### src/rtl/scan_chain_loader.sv
// WIDTH-bit-per-shift configuration chain with a start/abort load controller and word counter.
// Optional readback of the outgoing word on data_o when SC_READBACK_EN is defined.
module scan_chain_loader #(
  parameter int SC_LENGTH = 1024,
  parameter int WIDTH     = 8,
  localparam int DEPTH    = SC_LENGTH / WIDTH,
  localparam int CNT_W    = $clog2(DEPTH + 1)
) (
  input  logic                 clk,
  input  logic                 clear,
  input  logic                 start,
  input  logic                 abort,
  input  logic [WIDTH-1:0]     data_i,
  input  logic                 valid_i,
  output logic                 ready_o,
  output logic                 busy_o,
  output logic                 done_o,
  output logic                 cfg_valid_o,
  output logic                 incomplete_o,
  output logic [CNT_W-1:0]     word_cnt_o,
  output logic [SC_LENGTH-1:0] chain_o,
  output logic [WIDTH-1:0]     data_o
);

  typedef enum logic [1:0] {
    ST_IDLE,
    ST_LOAD,
    ST_DONE
  } state_t;

  localparam logic [CNT_W-1:0] LAST_CNT  = CNT_W'(DEPTH - 1);
  localparam logic [CNT_W-1:0] DEPTH_CNT = CNT_W'(DEPTH);

  state_t               state_q, state_d;
  logic [SC_LENGTH-1:0] chain_q, chain_d;
  logic [CNT_W-1:0]     word_cnt_q, word_cnt_d;
  logic                 done_q, done_d;
  logic                 cfg_valid_q, cfg_valid_d;
  logic                 incomplete_q, incomplete_d;
  logic                 handshake;

  assign ready_o   = (state_q == ST_LOAD);
  assign busy_o    = (state_q == ST_LOAD);
  assign handshake = valid_i & ready_o;

  always_comb begin
    state_d      = state_q;
    chain_d      = chain_q;
    word_cnt_d   = word_cnt_q;
    done_d       = 1'b0;
    cfg_valid_d  = cfg_valid_q;
    incomplete_d = incomplete_q;
    case (state_q)
      ST_IDLE: begin
        // The chain keeps its old contents so a new load can read them back.
        if (start) begin
          state_d      = ST_LOAD;
          word_cnt_d   = '0;
          cfg_valid_d  = 1'b0;
          incomplete_d = 1'b0;
        end
      end
      ST_LOAD: begin
        if (abort) begin
          state_d      = ST_IDLE;
          incomplete_d = 1'b1;
          cfg_valid_d  = 1'b0;
        end else if (handshake) begin
          chain_d = {data_i, chain_q[SC_LENGTH-1:WIDTH]};
          if (word_cnt_q != DEPTH_CNT) begin
            word_cnt_d = word_cnt_q + CNT_W'(1);
          end
          if (word_cnt_q == LAST_CNT) begin
            state_d = ST_DONE;
            done_d  = 1'b1;
          end
        end
      end
      ST_DONE: begin
        state_d     = ST_IDLE;
        cfg_valid_d = 1'b1;
      end
      default: begin
        state_d = ST_IDLE;
      end
    endcase
  end

  always_ff @(posedge clk) begin
    if (clear) begin
      state_q      <= ST_IDLE;
      chain_q      <= '0;
      word_cnt_q   <= '0;
      done_q       <= 1'b0;
      cfg_valid_q  <= 1'b0;
      incomplete_q <= 1'b0;
    end else begin
      state_q      <= state_d;
      chain_q      <= chain_d;
      word_cnt_q   <= word_cnt_d;
      done_q       <= done_d;
      cfg_valid_q  <= cfg_valid_d;
      incomplete_q <= incomplete_d;
    end
  end

  assign done_o       = done_q;
  assign cfg_valid_o  = cfg_valid_q;
  assign incomplete_o = incomplete_q;
  assign word_cnt_o   = word_cnt_q;
  assign chain_o      = chain_q;

`ifdef SC_READBACK_EN
  assign data_o = chain_q[WIDTH-1:0];
`else
  assign data_o = '0;
`endif

endmodule

### config.mk
export PLATFORM = sky130hd
export DESIGN_NAME = scan_chain_loader
export DESIGN_NICKNAME = d
export VERILOG_FILES = /design/src/rtl/scan_chain_loader.sv
export SDC_FILE = /design/constraint.sdc
export NUM_CORES = 2
export LEC_CHECK = 0
export CAP_MARGIN = 20
export CORE_AREA = 2 2 408 410
export DETAILED_ROUTE_END_ITERATION = 12
export DIE_AREA = 0 0 410 412
export DONT_BUFFER_PORTS = 1
export PLACE_DENSITY = 0.47
export SETUP_SLACK_MARGIN = 0.3
export SYNTH_ARGS = -nofsm -noshare
export SYNTH_HDL_FRONTEND = slang
export SYNTH_SLANG_ARGS = --single-unit
### constraint.sdc
create_clock -name clk -period 1.7 [get_ports clk]
set_clock_uncertainty 0.2 [all_clocks]
set_input_delay 0.17 -clock clk [delete_from_list [all_inputs] [get_ports clk]]
set_output_delay 0.17 -clock clk [all_outputs]
set_load 0.1 [all_outputs]
==> Implementation_results.wiki <==
{| class="wikitable"
! Metric !! Value
|-
| Result of the run || finished, violations left
|-
| Violated checks || hold timing, setup timing
|-
| Actual slew at the worst max-slew pin || 1270 ps
|-
| Max stage delay cell, worst path || sky130_fd_sc_hd__dfxtp_2
|-
| Total core area || 164000 sq um
|-
| Number of remaining DRC errors || 0
|-
| Overall Power || 0.0511 W
|-
| Number of nets in the finished design || 6300
|-
| Crit path kind || reg -> reg
|-
| Top cells by area, synth || sky130_fd_sc_hd__dfxtp_1, sky130_fd_sc_hd__nand2_1, sky130_fd_sc_hd__a21oi_1
|-
| Register area || 23200 sq um
|-
| Maximum clock insertion buffer count || 3
|-
| Remaining Overflow, GRT || 0
|-
| Overall fraction of global-route tracks in use || 19.1%
|-
| Global-route wire length before repair || 245000 um
|-
| Worst-skew pair later-pin latency || 730 ps
|-
| Count of input and output buffers || 0
|-
| Critical hold path startpoint || clear
|-
| F_max || 466 MHz
|-
| Cell Area, Synth || 35600 sq um
|-
| Routed vias || 38100
|-
| Async set-or-reset flop fraction in the synthesized netlist || 0%
|-
| Worst-case setup margin in the final layout || -447 ps
|-
| Setup slack at placement || -211 ps
|-
| Total clock buffers created by CTS || 114
|-
| Synthesis-to-layout area growth || 96.4%
|-
| Detail-routed net length per standard cell || 20.1 um
|-
| Core Util, Final || 42.6%
|-
| Top_reg_cell synth || sky130_fd_sc_hd__dfxtp_1
|-
| Hold/Removal Path Class || in -> reg
|-
| Max Cap Violations || 0
|-
| Cell-by-cell listing of the critical path || nand2b_4, buf_4, nor3_4, buf_6, buf_16, buf_12, buf_12, bufbuf_16, nand2_1, a21oi_2
|-
| Overall die width || 410 um
|-
| Clock-pin transition on the worst setup and hold timing paths || 60 ps
|-
| Netlist cell types || 28
|-
| Clock sink count || 1037
|-
| CP bufs+invs || 6
|-
| Unrepaired setup endpoints after global routing || true
|-
| List of most frequent post-synthesis cells || sky130_fd_sc_hd__nand2_1, sky130_fd_sc_hd__dfxtp_1, sky130_fd_sc_hd__a21oi_1, sky130_fd_sc_hd__clkbuf_1, sky130_fd_sc_hd__buf_2
|-
| Synthesized instance count || 4531
|-
| Data required time of the critical path || 2160 ps
|-
| Power density over the cells || 731 nW/um^2
|-
| Setup-violating endpoint count in the final report || 1292
|-
| Synth warnings || 0
|-
| Multi-input gate area || 13500 sq um
|-
| Slowest Stage Delay on Critical Path || 320 ps
|-
| Hold violation count in the final report || 402
|-
| Type of element launching the critical path || register
|-
| Most common cell in the netlist || sky130_fd_sc_hd__nand2_1
|-
| Clock root buffer master || sky130_fd_sc_hd__clkbuf_16
|-
| Filler cell count || 15100
|-
| Pin count of the biggest net entering global routing || 1038
|-
| Cell family with most CP delay || buffers and inverters
|-
| Number of enable-type register cells in the synthesized netlist || 0
|-
| TritonCTS clock tree || done
|-
| Crit path from || state_q[1]$_SDFFE_PP0P_
|-
| Wirelength, routed || 172000 um
|-
| Worst slew slack as a fraction of its limit || 15.3%
|-
| Remaining number of nets flagged by the antenna check after routing || 0
|-
| Floorplan die area || 169000 sq um
|-
| Syn avg cell area || 7.86 sq um
|-
| Max FO, Critical Path || 8
|-
| Drt first pass iters || 5
|-
| Sort of element at the end of the critical path || register
|-
| Iteration-0 DRC Markers || 3165
|-
| Fraction of final layout cells sized beyond drive strength 1 || 47.1%
|-
| Arrival time of the worst setup path || 2610 ps
|-
| Maximum resistive drop on vdd || 0.000962 V
|-
| Routed vias/inst || 4.45
|-
| Portion of the post-synthesis area used by sequential elements || 58.3%
|-
| Tmin final || 2150 ps
|-
| Routability Congestion || 0.878
|-
| HPWL reported at the end of detailed placement || 110000 um
|-
| Die height || 412 um
|-
| Most used cell along the critical path || sky130_fd_sc_hd__buf_12
|-
| Number of H-tree branching levels || 3
|-
| Final clock period utilization by the worst path || 126%
|-
| Number of global-route vias before repair || 37100
|-
| Tightest hold margin || -699 ps
|-
| Slew Viols, Final || 0
|-
| Leakage power figure || 26.2 nW
|-
| Launch point of the worst reg-to-reg path || state_q[1]$_SDFFE_PP0P_
|-
| Cell type with the largest total area after synthesis || sky130_fd_sc_hd__dfxtp_1
|-
| Initial core utilization || 21.7%
|-
| Fraction of post-synthesis cell area in the top cell type by area || 58.3%
|-
| Post-synthesis register bit count || 1037
|-
| Row Count || 149
|-
| Top-Level Pins || 1058
|-
| Number of antenna violations at the first check in global routing || 5
|}
==> what timing repair did <==
item,in CTS,in global routing
resized for setup,3799,47
buffers inserted,704,6
pin swaps,11,8
setup endpoints to repair,2072,2072
hold endpoints to repair,1037,1008
hold buffers,8,7
cloned,24,2
==> final cells by class <==
| class | count | share of cell area, % |
|---|---|---|
| multi-input cells | 3144 | 19.3 |
| inverters | 5 | 0.0322 |
| repair buffers | 1983 | 38.0 |
| well taps | 2189 | 3.92 |
| clock buffers | 172 | 4.82 |
| flip-flops and latches | 1037 | 33.1 |
| diodes | 1 | 0.00358 |
| clock inverters | 37 | 0.771 |
==> registers in the layout, summed over array words and instances, names as in the netlist <==
| name | flops |
|---|---|
| word_cnt_o | 8 |
| cfg_valid_o | 1 |
| done_o | 1 |
| chain_o | 1024 |
| state_q | 2 |
| incomplete_o | 1 |
==> logic make-up after synthesis <==
group,synth area share [%]
flops,58.3
buf+inv,4.71
fa+ha+maj,0.0703
other cells,0.0105
compound gates,14.8
simple gates,22.2
==> report_power, final <==
part | total, W | switching [W] | internal, W
sequential | 0.0234 | 0.0000170 | 0.0234
combinational | 0.00170 | 0.00118 | 0.000523
clock | 0.0260 | 0.0108 | 0.0152
total | 0.0511 | 0.0120 | 0.0391
==> layout by cell type (no fill, tap or decap), drive strengths merged, types with 4 or more instances in the layout <==
cell type,netlist,layout
clkbuf,188,174
dfxtp,1037,1037
clkinv,0,18
nand3,7,7
o21ai,9,9
nor2,8,8
bufbuf,0,9
nand2,2056,2056
buf,164,1957
dlygate4sd3,0,15
or3,4,4
a21oi,1035,1035
clkinvlp,0,6
bufinv,0,10
conb,1,8
inv,5,8
==> per-layer routing <==
metal | track usage [%] | routed length [um] | part of all wire, % | vias up
met5 | 0 | 0 | 0 | -
met4 | 8.67 | 7790 | 4.5 | 0
met3 | 4.71 | 12400 | 7.2 | 295
met2 | 33.4 | 85600 | 50 | 1401
met1 | 22.0 | 66200 | 39 | 18300
li1 | - | - | - | 18100
==> worst reg2reg max path, stage by stage, from the launching register on <==
cell and delay, ps:
sky130_fd_sc_hd__dfxtp_2 320, sky130_fd_sc_hd__nand2b_4 140, sky130_fd_sc_hd__buf_4 160, sky130_fd_sc_hd__nor3_4 140
sky130_fd_sc_hd__buf_6 160, sky130_fd_sc_hd__buf_16 190, sky130_fd_sc_hd__buf_12 150, sky130_fd_sc_hd__buf_12 140
sky130_fd_sc_hd__bufbuf_16 260, sky130_fd_sc_hd__nand2_1 70, sky130_fd_sc_hd__a21oi_2 140
==> per-stage QoR <==
stage                     TNS [ps]  instance area (sq um)  instances  hold WS, ps
after floorplan              -2040                  36200       4538         38.6
after detailed placement    -81640                  46800       7603         69.3
after global routing       -397720                  69900       8568         -760
after global placement      -55480                  46800       7603         64.0
final                      -303770                  69900       8568         -699
after CTS                  -399210                  69500       8548         -767
==> final timing paths <==
kind	cells past startpoint	end	slack, ps
worst max-delay path	10	chain_o[913]$_SDFFE_PP0P_	-450
worst min-delay path	1	chain_o[904]$_SDFFE_PP0P_	-700
worst max register to register	10	chain_o[913]$_SDFFE_PP0P_	-450
worst min register to register	2	chain_o[907]$_SDFFE_PP0P_	250
(Power assumes the default switching activity.)
